===== src/rtl/dcl_tag_scanner.sv =====
`default_nettype none
// dcl_tag_scanner: forwards the SD byte-stream payload found between "DCL_START" and "DCL_END" through a small FIFO.
// Optional macro CASE_FOLD_EN: case-insensitive tag matching and upper-cased payload bytes.
module dcl_tag_scanner #(
    parameter int FIFO_DEPTH = 16,
    parameter int LEN_W      = 16
) (
    input  logic             clk,
    input  logic             reset_n,
    input  logic             scan_start,
    input  logic [7:0]       sd_dout,
    input  logic             sd_valid,
    output logic [7:0]       pay_data,
    output logic             pay_valid,
    input  logic             pay_ready,
    output logic             searching,
    output logic             in_payload,
    output logic             scan_done,
    output logic [LEN_W-1:0] pay_len,
    output logic             overflow
);
    localparam int          AW          = $clog2(FIFO_DEPTH);
    localparam logic [71:0] C_TAG_START = "DCL_START";
    localparam logic [55:0] C_TAG_END   = "DCL_END";

    typedef enum logic [1:0] {
        S_IDLE    = 2'd0,
        S_SEARCH  = 2'd1,
        S_PAYLOAD = 2'd2,
        S_DONE    = 2'd3
    } state_t;

    state_t           state_q;
    logic [63:0]      srch_win_q;   // previous 8 bytes; the incoming byte completes the 9-byte window
    logic [55:0]      pay_win_q;
    logic [2:0]       fill_q;
    logic [AW:0]      wr_ptr_q;
    logic [AW:0]      rd_ptr_q;
    logic [LEN_W-1:0] pay_len_q;
    logic             overflow_q;
    logic [7:0]       mem_q [FIFO_DEPTH];

    function automatic logic [7:0] fold_byte(input logic [7:0] b);
`ifdef CASE_FOLD_EN
        if (b >= 8'h61 && b <= 8'h7A) return b - 8'h20;
`endif
        return b;
    endfunction

    logic [71:0] srch_win_d;
    logic [71:0] srch_fold;
    logic [55:0] pay_win_d;
    logic [55:0] pay_fold;

    always_comb begin
        srch_win_d = {srch_win_q, sd_dout};
        pay_win_d  = {pay_win_q[47:0], sd_dout};
        srch_fold  = '0;
        pay_fold   = '0;
        for (int i = 0; i < 9; i++) srch_fold[i*8 +: 8] = fold_byte(srch_win_d[i*8 +: 8]);
        for (int i = 0; i < 7; i++) pay_fold[i*8 +: 8]  = fold_byte(pay_win_d[i*8 +: 8]);
    end

    logic       accept;
    logic       start_hit;
    logic       pay_shift;
    logic       end_hit;
    logic       wr_req;
    logic [7:0] wr_data;
    logic       fifo_full;
    logic       rd_en;
    logic       wr_commit;

    assign accept    = sd_valid && !scan_start;
    assign start_hit = (state_q == S_SEARCH) && accept && (srch_fold == C_TAG_START);
    assign pay_shift = (state_q == S_PAYLOAD) && accept;
    assign end_hit   = pay_shift && (pay_fold == C_TAG_END);
    // Only a full hold-back window evicts a byte, so tag bytes never reach the FIFO.
    assign wr_req    = pay_shift && (fill_q == 3'd7);
    assign wr_data   = fold_byte(pay_win_q[55:48]);
    assign fifo_full = (wr_ptr_q ^ rd_ptr_q) == {1'b1, {AW{1'b0}}};
    assign pay_valid = (wr_ptr_q != rd_ptr_q);
    assign rd_en     = pay_valid && pay_ready;
    assign wr_commit = wr_req && (!fifo_full || rd_en);
    assign pay_data  = pay_valid ? mem_q[rd_ptr_q[AW-1:0]] : 8'h00;

    assign searching  = (state_q == S_SEARCH);
    assign in_payload = (state_q == S_PAYLOAD);
    assign scan_done  = (state_q == S_DONE);
    assign pay_len    = pay_len_q;
    assign overflow   = overflow_q;

    always_ff @(posedge clk) begin
        if (wr_commit) mem_q[wr_ptr_q[AW-1:0]] <= wr_data;
    end

    always_ff @(posedge clk or negedge reset_n) begin
        if (!reset_n) begin
            state_q    <= S_IDLE;
            srch_win_q <= '0;
            pay_win_q  <= '0;
            fill_q     <= '0;
            wr_ptr_q   <= '0;
            rd_ptr_q   <= '0;
            pay_len_q  <= '0;
            overflow_q <= 1'b0;
        end else if (scan_start) begin
            state_q    <= S_SEARCH;
            srch_win_q <= '0;
            pay_win_q  <= '0;
            fill_q     <= '0;
            wr_ptr_q   <= '0;
            rd_ptr_q   <= '0;
            pay_len_q  <= '0;
            overflow_q <= 1'b0;
        end else begin
            if (rd_en) rd_ptr_q <= rd_ptr_q + (AW+1)'(1);
            if (wr_commit) begin
                wr_ptr_q <= wr_ptr_q + (AW+1)'(1);
                if (pay_len_q != '1) pay_len_q <= pay_len_q + LEN_W'(1);
            end
            if (wr_req && !wr_commit) overflow_q <= 1'b1;

            case (state_q)
                S_SEARCH: begin
                    if (sd_valid) begin
                        srch_win_q <= srch_win_d[63:0];
                        if (start_hit) begin
                            state_q   <= S_PAYLOAD;
                            pay_win_q <= '0;
                            fill_q    <= '0;
                        end
                    end
                end
                S_PAYLOAD: begin
                    if (sd_valid) begin
                        if (end_hit) begin
                            state_q   <= S_DONE;
                            pay_win_q <= '0;
                            fill_q    <= '0;
                        end else begin
                            pay_win_q <= pay_win_d;
                            if (fill_q != 3'd7) fill_q <= fill_q + 3'd1;
                        end
                    end
                end
                default: begin
                end
            endcase
        end
    end
endmodule
`default_nettype wire


===== config.mk =====
export PLATFORM = sky130hd
export DESIGN_NAME = dcl_tag_scanner
export DESIGN_NICKNAME = d
export VERILOG_FILES = /design/src/rtl/dcl_tag_scanner.sv
export SDC_FILE = /design/constraint.sdc
export NUM_CORES = 1
export LEC_CHECK = 0
export ABC_AREA = 0
export BUFFER_PORTS_ARGS = -buffer_cell sky130_fd_sc_hd__buf_2
export CORE_ASPECT_RATIO = 1.4
export CORE_MARGIN = 2
export CORE_UTILIZATION = 55
export DETAILED_ROUTE_END_ITERATION = 16
export PLACE_DENSITY = 0.72
export SYNTH_ARGS = -nofsm -noshare
export SYNTH_HDL_FRONTEND = slang
export SYNTH_SLANG_ARGS = --single-unit

===== constraint.sdc =====
create_clock -name clk -period 5.2 [get_ports clk]
set_input_delay 0.26 -clock clk [delete_from_list [all_inputs] [get_ports clk]]
set_output_delay 0.26 -clock clk [all_outputs]
set_load 0.05 [all_outputs]

==> results of run 1 <==
==> final timing paths <==
kind,from,endpoint,slack (ns),cells past startpoint
min reg2reg,pay_win_q[27],pay_win_q[27],0.50,2
min in group asynchronous,reset_n,srch_win_q[18],0.40,2
max in group asynchronous,reset_n,rd_ptr_q[0],3.55,3
min,sd_dout[5],pay_win_q[5],0.03,3
max,rd_ptr_q[0],pay_data[5],1.76,5
max reg2reg,state_q[0],fill_q[0],2.03,8
==> sequential cells by signal, summed over array words and instances, names as in the netlist <==
name	cells
state_q	2
pay_win_q	56
srch_win_q	64
fill_q	3
rd_ptr_q	5
overflow	1
wr_ptr_q	5
pay_len	16
mem_q	128
==> cell usage after synthesis, types with 11 or more instances <==
cell and number:
dfrtp_1 152, o21ai_0 54, edfxtp_1 128, nor4b_1 16
nor2_1 36, clkbuf_1 38, nand4_1 23, a22o_1 65
nand2_1 129, xnor2_1 12, nor3_1 12, mux4_2 40
nor2b_1 11, xor2_1 14
==> layer usage <==
metal | up-vias | track usage | routed length [um]
met5 | - | 0 | 0
met4 | 0 | 0.05540 | 404
met1 | 3418 | 0.2704 | 8974
met3 | 38 | 0.02894 | 1077
met2 | 199 | 0.3803 | 12350
li1 | 3191 | - | -
==> cell usage in the layout, fill, tap and decap left out, types with 6 or more instances in the layout <==
master,instances
nor2_1,36
nor4b_1,16
dfrtp_1,151
a22o_1,65
nor2b_1,11
xor2_1,14
clkbuf_16,27
nor3_1,11
nand3_1,8
edfxtp_1,128
ha_1,8
clkinv_1,7
and4b_1,6
buf_4,11
nand2_1,129
buf_2,40
nand4_1,23
mux4_2,40
a21oi_1,6
and3_1,6
dlygate4sd3_1,6
o21ai_0,54
xnor2_1,12
nor4bb_1,9
nand2b_1,6
==> worst max-delay path, stage by stage (launching register included) <==
cell	delay [ns]
dfrtp_2	0.69
buf_4	0.48
mux4_2	0.59
mux4_2	0.50
nor2b_1	0.15
buf_2	0.23
==> cells by family after synthesis <==
logic type,count (synthesis),share of synthesized area
and+or+nand+nor,282,0.1280
DFF,280,0.6615
AOI/OAI and AO/OA,138,0.08355
buffers and inverters,54,0.01851
muxes,42,0.08009
xor gates and xnor gates,26,0.01970
adders and majority gates,8,0.008658
==> area by class of cell <==
type	count	area, um^2	share of cell area
clock buffer	34	715.7	0.05534
clock inverter	14	143.9	0.01113
inverter	5	18.77	0.001451
multi-input combinational	496	3731	0.2885
sequential	280	7649	0.5914
tap	256	320.3	0.02477
timing repair buffer	58	354.1	0.02738
==> power breakdown <==
group          switching, uW  internal [uW]
clock network            778           1120
registers               8.63           2310
logic                   60.6           18.4
==> through the flow <==
stage                     hold WS (ns)    util  area, um^2
after global routing           0.01295  0.6291       12930
after floorplan               -0.03559       -       11560
after CTS                    0.0003040  0.6291       12930
after detailed placement        0.4354  0.5844       12010
after global placement          0.4072  0.5844       12010
final                          0.02871  0.6291       12930
==> results.md, run 1 <==
- P_leak: approximately 0.0046 uW
- Die ar.: approximately 22000 um^2
- Share of post-route cells with drive strength above 1: 0.1590
- Worst endpoint required time: about 5 ns
- Placer Congestion: roughly 0.83
- Max-cap violation count: 0
- Final Cycle Share: 0.6617
- Cell area after synthesis: approximately 12000 um^2
- Rel. slew slack: 0.2330
- CP Capture Type: output port
- Post-CTS sizing: 0
- Final Skew: 0.01735 ns
- Io pins: 42
- Synth Flop Type: dfrtp_1
- Bufs on Longest Clock Path: 3
- Post-place setup slack: 2.066 ns
- Inst Count DP: roughly 1100
- CTS buffer count: 27
- Min Tclk post-route: between 3 and 4 ns
- DRC Markers: 0
- Post-CTS Setup Inserts: 0
- Global-route wire length before repair: 37850 um
- Async set or reset register ratio after synthesis: 0.5429
- Final wirelength: between 20000 and 25000 um
- Final TNS setup: 0 ns
- Post-synthesis sequential area ratio: 0.6615
- Fmax achieved: 290.6 MHz
- Unrepaired setup endpoints after global routing: false
- Layout fillers: 1499
- Pin count of the biggest net entering global routing: around 120
- Antenna-violating nets left: 0
- Critical path startpoint category: register
- Area of the core: slightly above 20000 um^2
- Die span in y: 175.5 um
- Post-synth EDFFs: about 130
- Worst IR Drop VDD: about 0.00029 V
- Worst EP arrival: approximately 3.2 ns
- Synthesis-to-finish area growth: 11.86%
- Crit path kind: register to output port
- Gate Count Post-Synth: 830
- Avg Vias per Cell: about 6
- Final net count: around 890
- Synth top area share: 0.3325
- Via count of the routed design: roughly 6800
- Clock transition at the registers of the reported paths: ~0.060 ns
- GRT overflow: 0
- # port buffers: between 40 and 50
- Hold buffer count at CTS: 6
- Total Power: 4291 uW
- CTS Sinks: 280
- CTS tree: done
- #FFs+latches synth: 280
- Total GRT Usage: 0.2114
- Clock root cell: clkbuf_16
- H-Tree Depth: 1
- Clk Latency, worst-skew pair: ~0.53 ns
- Crit path max fanout: 22
- Worst slew pin tran: around 1.1 ns
- Final Max Tran Viols: 0
- Initial antenna violation count: 0
- Endpoints failing setup: 0
- Post-DP HPWL: between 10000 and 15000 um
- Top cells by area, synth: edfxtp_1 (33%), dfrtp_1 (33%), mux4_2 (7.8%)
- Initial Util: 0.5624
- Status: completed
- Pre-antenna DRT Iters: 5
- Die X: between 100 and 150 um
- Netlist cell types: between 40 and 50
- Syn avg cell area: 13.93 um^2
- ANT cells: 0
- Cell taking the most area after synthesis: edfxtp_1
- Starting DRC count in detailed routing: around 510
- Syn_nets: 851
- Vias in the first global route: slightly above 7000
- Row cnt: between 60 and 70
- Hold Path Class: input port to register
- Final Hold Fails: 0
- YS warnings: 0
- Non-Filler Instances: around 1100
- Pwr dens: around 330 nW/um^2
- WL/cell: between 15 and 20 um
- Post-route setup slack: around 1.8 ns
(Power assumes the default switching activity.)
==> run 2: changes to the inputs <==
- clock period: 5.2 -> 3.3 ns (I/O delays scaled with it)
==> results.md, run 2 (synthesis results as in run 1) <==
- Max-cap violation count: 0
- Rel. slew slack: 0.2976
- Synthesis-to-finish area growth: 12.67%
- Reg2Reg Setup Slack: between 0.5 and 0.6 ns
- Clk network pwr share: 0.437
- Initial Util: 0.5624
- Non-Filler Instances: around 1200
- Avg Vias per Cell: 5.980
- Post-route cell area: 13030 um^2
- Commonest non-fill, non-tap cell in the layout: dfrtp_1
- Final wirelength: about 22000 um
- Min-delay src: pay_ready
- Starting DRC count in detailed routing: 536
- Worst IR Drop VDD: about 0.00043 V
- Vias in the first global route: between 6000 and 7000
- Flop pwr share: 0.544
- ANT cells: 0
- Placer Congestion: approximately 0.85
- Post-CTS sizing: 0
- Die ar.: approximately 22000 um^2
- Met1 Use GR: 0.2576
- Crit path kind: register to output port
- Status: completed
- Area of the core: about 21000 um^2
- Post-CTS Setup Inserts: 0
- Total GRT Usage: 0.2027
- Critical path startpoint category: register
- Share of post-route cells with drive strength above 1: 0.1685
- WL/cell: just under 20 um
- Clk Latency, worst-skew pair: between 0.5 and 0.6 ns
- Layout fillers: around 1500
- Clock root cell: clkbuf_16
- Met3 usage: 0.02680
- Die X: 126.5 um
- Post-place instance area: 12080 um^2
- Worst endpoint required time: approximately 3.1 ns
- Row cnt: just over 60
- Endpoints failing setup: 0
- Comb pwr share: 0.020
- Hold Path Sink: overflow
- Final Hold Fails: 0
- Final Skew: around 0.018 ns
- CTS tree: done
- CTS Sinks: 280
- Total Power: approximately 6700 uW
- Met2 Use GR: 0.3676
- Internal power: about 5400 uW
- CTS buffer count: 26
- Most frequent cells in the layout: dfrtp_1 (151), nand2_1 (129), edfxtp_1 (128), a22o_1 (65), o21ai_0 (54)
- H-Tree Depth: 1
- Most used routing layer: met2
- Switch share: 0.1980
- Unrepaired setup endpoints after global routing: false
- Global-route wire length before repair: around 36000 um
- Pin count of the biggest net entering global routing: between 100 and 150
- Hold Path Class: input port to register
- Fmax achieved: roughly 330 MHz
- Final TNS setup: 0 ns
- Pre-antenna DRT Iters: 5
- Final Max Tran Viols: 0
- Post-DP HPWL: 14810 um
- Hold path cells: 4
- GRT overflow: 0
- CP Capture Type: output port
- Initial antenna violation count: 0
- Crit path max fanout: 24
- Antenna-violating nets left: 0
- Bufs on Longest Clock Path: 3
- Sw Pwr: ~1300 uW
- R2R Path End: fill_q[0]
- Post-Route Utilization: 0.6337
- Die span in y: around 180 um
- Inst Count DP: approximately 1100
- Largest register FFs: between 100 and 150
- Reg2reg start: srch_win_q[16]
- # port buffers: 41
- Reg2Reg Depth: 6
- Clock transition at the registers of the reported paths: 0.06 ns
- DRC Markers: 0
- Worst EP arrival: 2.85 ns
- Via count of the routed design: around 7000
- Pwr dens: between 500 and 600 nW/um^2
- Final Cycle Share: 0.9124
- P_leak: 0.004659 uW
- Final net count: 897
- Io pins: 42
- Worst slew pin tran: ~1.1 ns
- Min Tclk post-route: approximately 3 ns
[run 2: cell types whose count changed in the layout (fill, tap and decap cells not counted), moves of 2 or more]
cell | before | now
clkinv_1 | 7 | 0
clkbuf_8 | 1 | 7
buf_4 | 11 | 15
bufinv_16 | 3 | 0
dlygate4sd3_1 | 6 | 9
buf_12 | 0 | 2
clkbuf_1 | 5 | 7
clkinv_2 | 2 | 4
inv_6 | 2 | 0
[run 2: area by class of cell]
type / instances / area [um^2] / area share
Inverter: 5 / 18.77 / 0.001441
Multi-Input combinational cell: 496 / 3726 / 0.2860
Clock inverter: 5 / 27.53 / 0.002113
Timing Repair Buffer: 67 / 454.2 / 0.03487
Tap cell: 256 / 320.3 / 0.02459
Clock buffer: 43 / 830.8 / 0.06378
Sequential cell: 280 / 7649 / 0.5872
[run 2: timing repair]
item                                    4_1_cts  5_1_grt
hold buffers                                  9        0
endpoints found under the setup margin        0        0
hold endpoints to repair                    130        0
[run 2: layer usage]
layer | part of all wire | vias to the layer above
li1 | - | 3215
met1 | 0.41 | 3493
met2 | 0.54 | 150
met3 | 0.035 | 31
met4 | 0.016 | 0
met5 | 0 | -
[run 2: worst max-delay path by stage]
stage / start / endpoint / depth (start not counted)
after detailed placement: srch_win_q[16] / fill_q[0] / 6
after global placement: srch_win_q[16] / fill_q[0] / 6
final: rd_ptr_q[0] / pay_data[1] / 5
after CTS: rd_ptr_q[0] / pay_data[3] / 5
after global routing: rd_ptr_q[0] / pay_data[3] / 5
after floorplan: state_q[0] / mem_q[0][0] / 6
[run 2: stage by stage]
step | setup WS, ns | hold WS (ns)
detailed placement | 0.5809 | 0.3942
CTS | 0.2148 | 0.04559
finish | 0.2890 | 0.07754
floorplan | 0.08899 | -0.1306
global placement | 0.5762 | 0.3705
global route | 0.1352 | 0.08368
[run 2: power by group through the flow]
stage	logic (uW)	registers (uW)	clock network (uW)
3_5_place_dp	125	3720	0
3_3_place_gp	122	3720	0
4_1_cts	133	3650	2990
6_report	131	3650	2930
2_1_floorplan	60.9	3710	0
5_1_grt	148	3650	3120
[run 2: worst max-delay path: stages (launching register included)]
cell and delay (ns):
dfrtp_2 0.64, buf_12 0.29, mux4_2 0.54, mux4_2 0.48, nor2b_1 0.14, buf_2 0.22
==> run 3: changes to the inputs <==
- PLACE_DENSITY: 0.72 -> not set
- PLACE_DENSITY_LB_ADDON: not set -> 0.2
==> results.md, run 3 (synthesis results as in run 1) <==
- CP Capture Type: output port
- R2R Path End: pay_win_q[2]
- CP most frequent cell: mux4_2
- Via count of the routed design: 6971
- Most frequent cells in the layout: dfrtp_1 (151), nand2_1 (129), edfxtp_1 (128), a22o_1 (65), o21ai_0 (54)
- Switch share: 0.2025
- CTS Sinks: 280
- Crit path kind: register to output port
- Max-cap violation count: 0
- Worst path max stage delay: 0.61 ns
- Final wirelength: between 20000 and 25000 um
- Final Max Tran Viols: 0
- Final Hold Fails: 0
- Area of the core: 20560 um^2
- Clk network pwr share: 0.416
- Pre-antenna DRT Iters: 5
- Final Skew: around 0.011 ns
- Die span in y: 175.5 um
- Post-CTS Setup Inserts: 0
- WL/cell: roughly 21 um
- Antenna-violating nets left: 0
- Hold Path Class: input port to register
- Reg2reg start: srch_win_q[53]
- Reg2Reg Depth: 7
- Internal power: a little over 5000 uW
- Initial Util: 0.5624
- Final Cycle Share: 0.8704
- Global-route wire length before repair: 38330 um
- H-Tree Depth: 1
- Clock root cell: clkbuf_16
- Synthesis-to-finish area growth: 11.63%
- P_leak: 0.004591 uW
- Sw Pwr: about 1300 uW
- Largest register FFs: around 130
- Clock transition at the registers of the reported paths: ~0.06 ns
- Post-DP HPWL: between 15000 and 20000 um
- Die ar.: around 22000 um^2
- Io pins: 42
- Status: completed
- Post-route setup slack: between 0.4 and 0.5 ns
- Crit path max fanout: 32
- Row cnt: 62
- Pin count of the biggest net entering global routing: ~110
- Endpoints failing setup: 0
- Worst EP arrival: roughly 2.7 ns
- Share of post-route cells with drive strength above 1: 0.1594
- Min Tclk post-route: approximately 2.9 ns
- Clk Latency, worst-skew pair: 0.51 ns
- Placer Congestion: 0.8223
- # port buffers: slightly above 40
- Flop pwr share: 0.564
- Avg Vias per Cell: slightly above 6
- Crit path cell chain: buf_12 -> mux4_2 -> mux4_2 -> nor2b_1 -> buf_2
- Crit-path slowest cell: mux4_2
- Final net count: roughly 900
- Comb pwr share: 0.020
- Fmax achieved: roughly 350 MHz
- Hold path cells: 4
- Critical path startpoint category: register
- Final TNS setup: 0 ns
- Hold Path Sink: overflow
- Bufs on Longest Clock Path: 3
- Worst endpoint required time: ~3.1 ns
- Vias in the first global route: approximately 7100
- Unrepaired setup endpoints after global routing: false
- Commonest non-fill, non-tap cell in the layout: dfrtp_1
- Rel. slew slack: 0.3962
- ANT cells: 0
- Die X: 126.5 um
- Min-delay src: pay_ready
- Total GRT Usage: 0.2179
- CTS buffer count: 25
- Worst slew pin tran: roughly 0.9 ns
- CTS tree: done
- DRC Markers: 0
- Pwr dens: 500.9 nW/um^2
- Worst IR Drop VDD: 0.0003874 V
- Initial antenna violation count: 0
- Post-place setup slack: about 0.56 ns
- Starting DRC count in detailed routing: between 600 and 700
- Reg2Reg Setup Slack: between 0.5 and 0.6 ns
- GRT overflow: 0
-- run 3: power by group through the flow --
stage               logic [uW]  clock network [uW]  registers [uW]
global route               148                2880            3650
floorplan                 60.9                   0            3710
global placement           121                   0            3720
finish                     131                2690            3650
CTS                        133                2740            3650
detailed placement         125                   0            3720
-- run 3: how the worst max path moves through the flow --
| stage | start | endpoint | slack, ns | depth (start not counted) |
|---|---|---|---|---|
| finish | rd_ptr_q[0] | pay_data[0] | 0.43 | 5 |
| CTS | rd_ptr_q[0] | pay_data[6] | 0.39 | 5 |
| floorplan | state_q[0] | mem_q[0][0] | 0.09 | 6 |
| global route | rd_ptr_q[0] | pay_data[0] | 0.32 | 5 |
| detailed placement | srch_win_q[53] | pay_win_q[50] | 0.56 | 7 |
| global placement | srch_win_q[53] | pay_win_q[27] | 0.58 | 7 |
-- run 3: timing repair --
action | 4_1_cts | 5_1_grt
endpoints found under the setup margin | 0 | 0
hold buffers | 9 | 0
gates resized for setup | 0 | 0
endpoints found under the hold margin | 117 | 0
-- run 3: cell type report --
class / instances / area [um^2]
well taps: 256 / 320.3
clock inverters: 8 / 42.54
fillers: 1501 / 7651
flip-flops and latches: 280 / 7649
inverters: 5 / 18.77
repair buffers: 65 / 439.2
multi-input cells: 496 / 3726
clock buffers: 37 / 710.7
-- run 3: worst max-delay path: cells and delay by family, from the launching register on --
kind / cells / cell delay [ns]
multiplexers: 2 / 1.09
flip-flops: 1 / 0.44
AND/OR/NAND/NOR: 1 / 0.14
buffers and inverters: 2 / 0.50
-- run 3: routing by layer --
layer | wire (um) | GRT usage
met1 | 9443 | 0.2770
met2 | 12700 | 0.3910
met3 | 959 | 0.02955
met4 | 609 | 0.06273
met5 | 0 | 0
-- run 3: metrics by stage --
stage / total power, uW / hold slack [ns] / area (um^2) / std cells / utilization
finish: 6465 / 0.04481 / 12910 / 1147 / 0.6278
global route: 6674 / 0.06706 / 12910 / 1147 / 0.6278
CTS: 6525 / 0.01091 / 12910 / 1147 / 0.6278
detailed placement: 3842 / 0.3327 / 12060 / 1093 / 0.5868
global placement: 3838 / 0.3164 / 12060 / 1093 / 0.5868
floorplan: 3773 / -0.1306 / 11560 / 830 / -
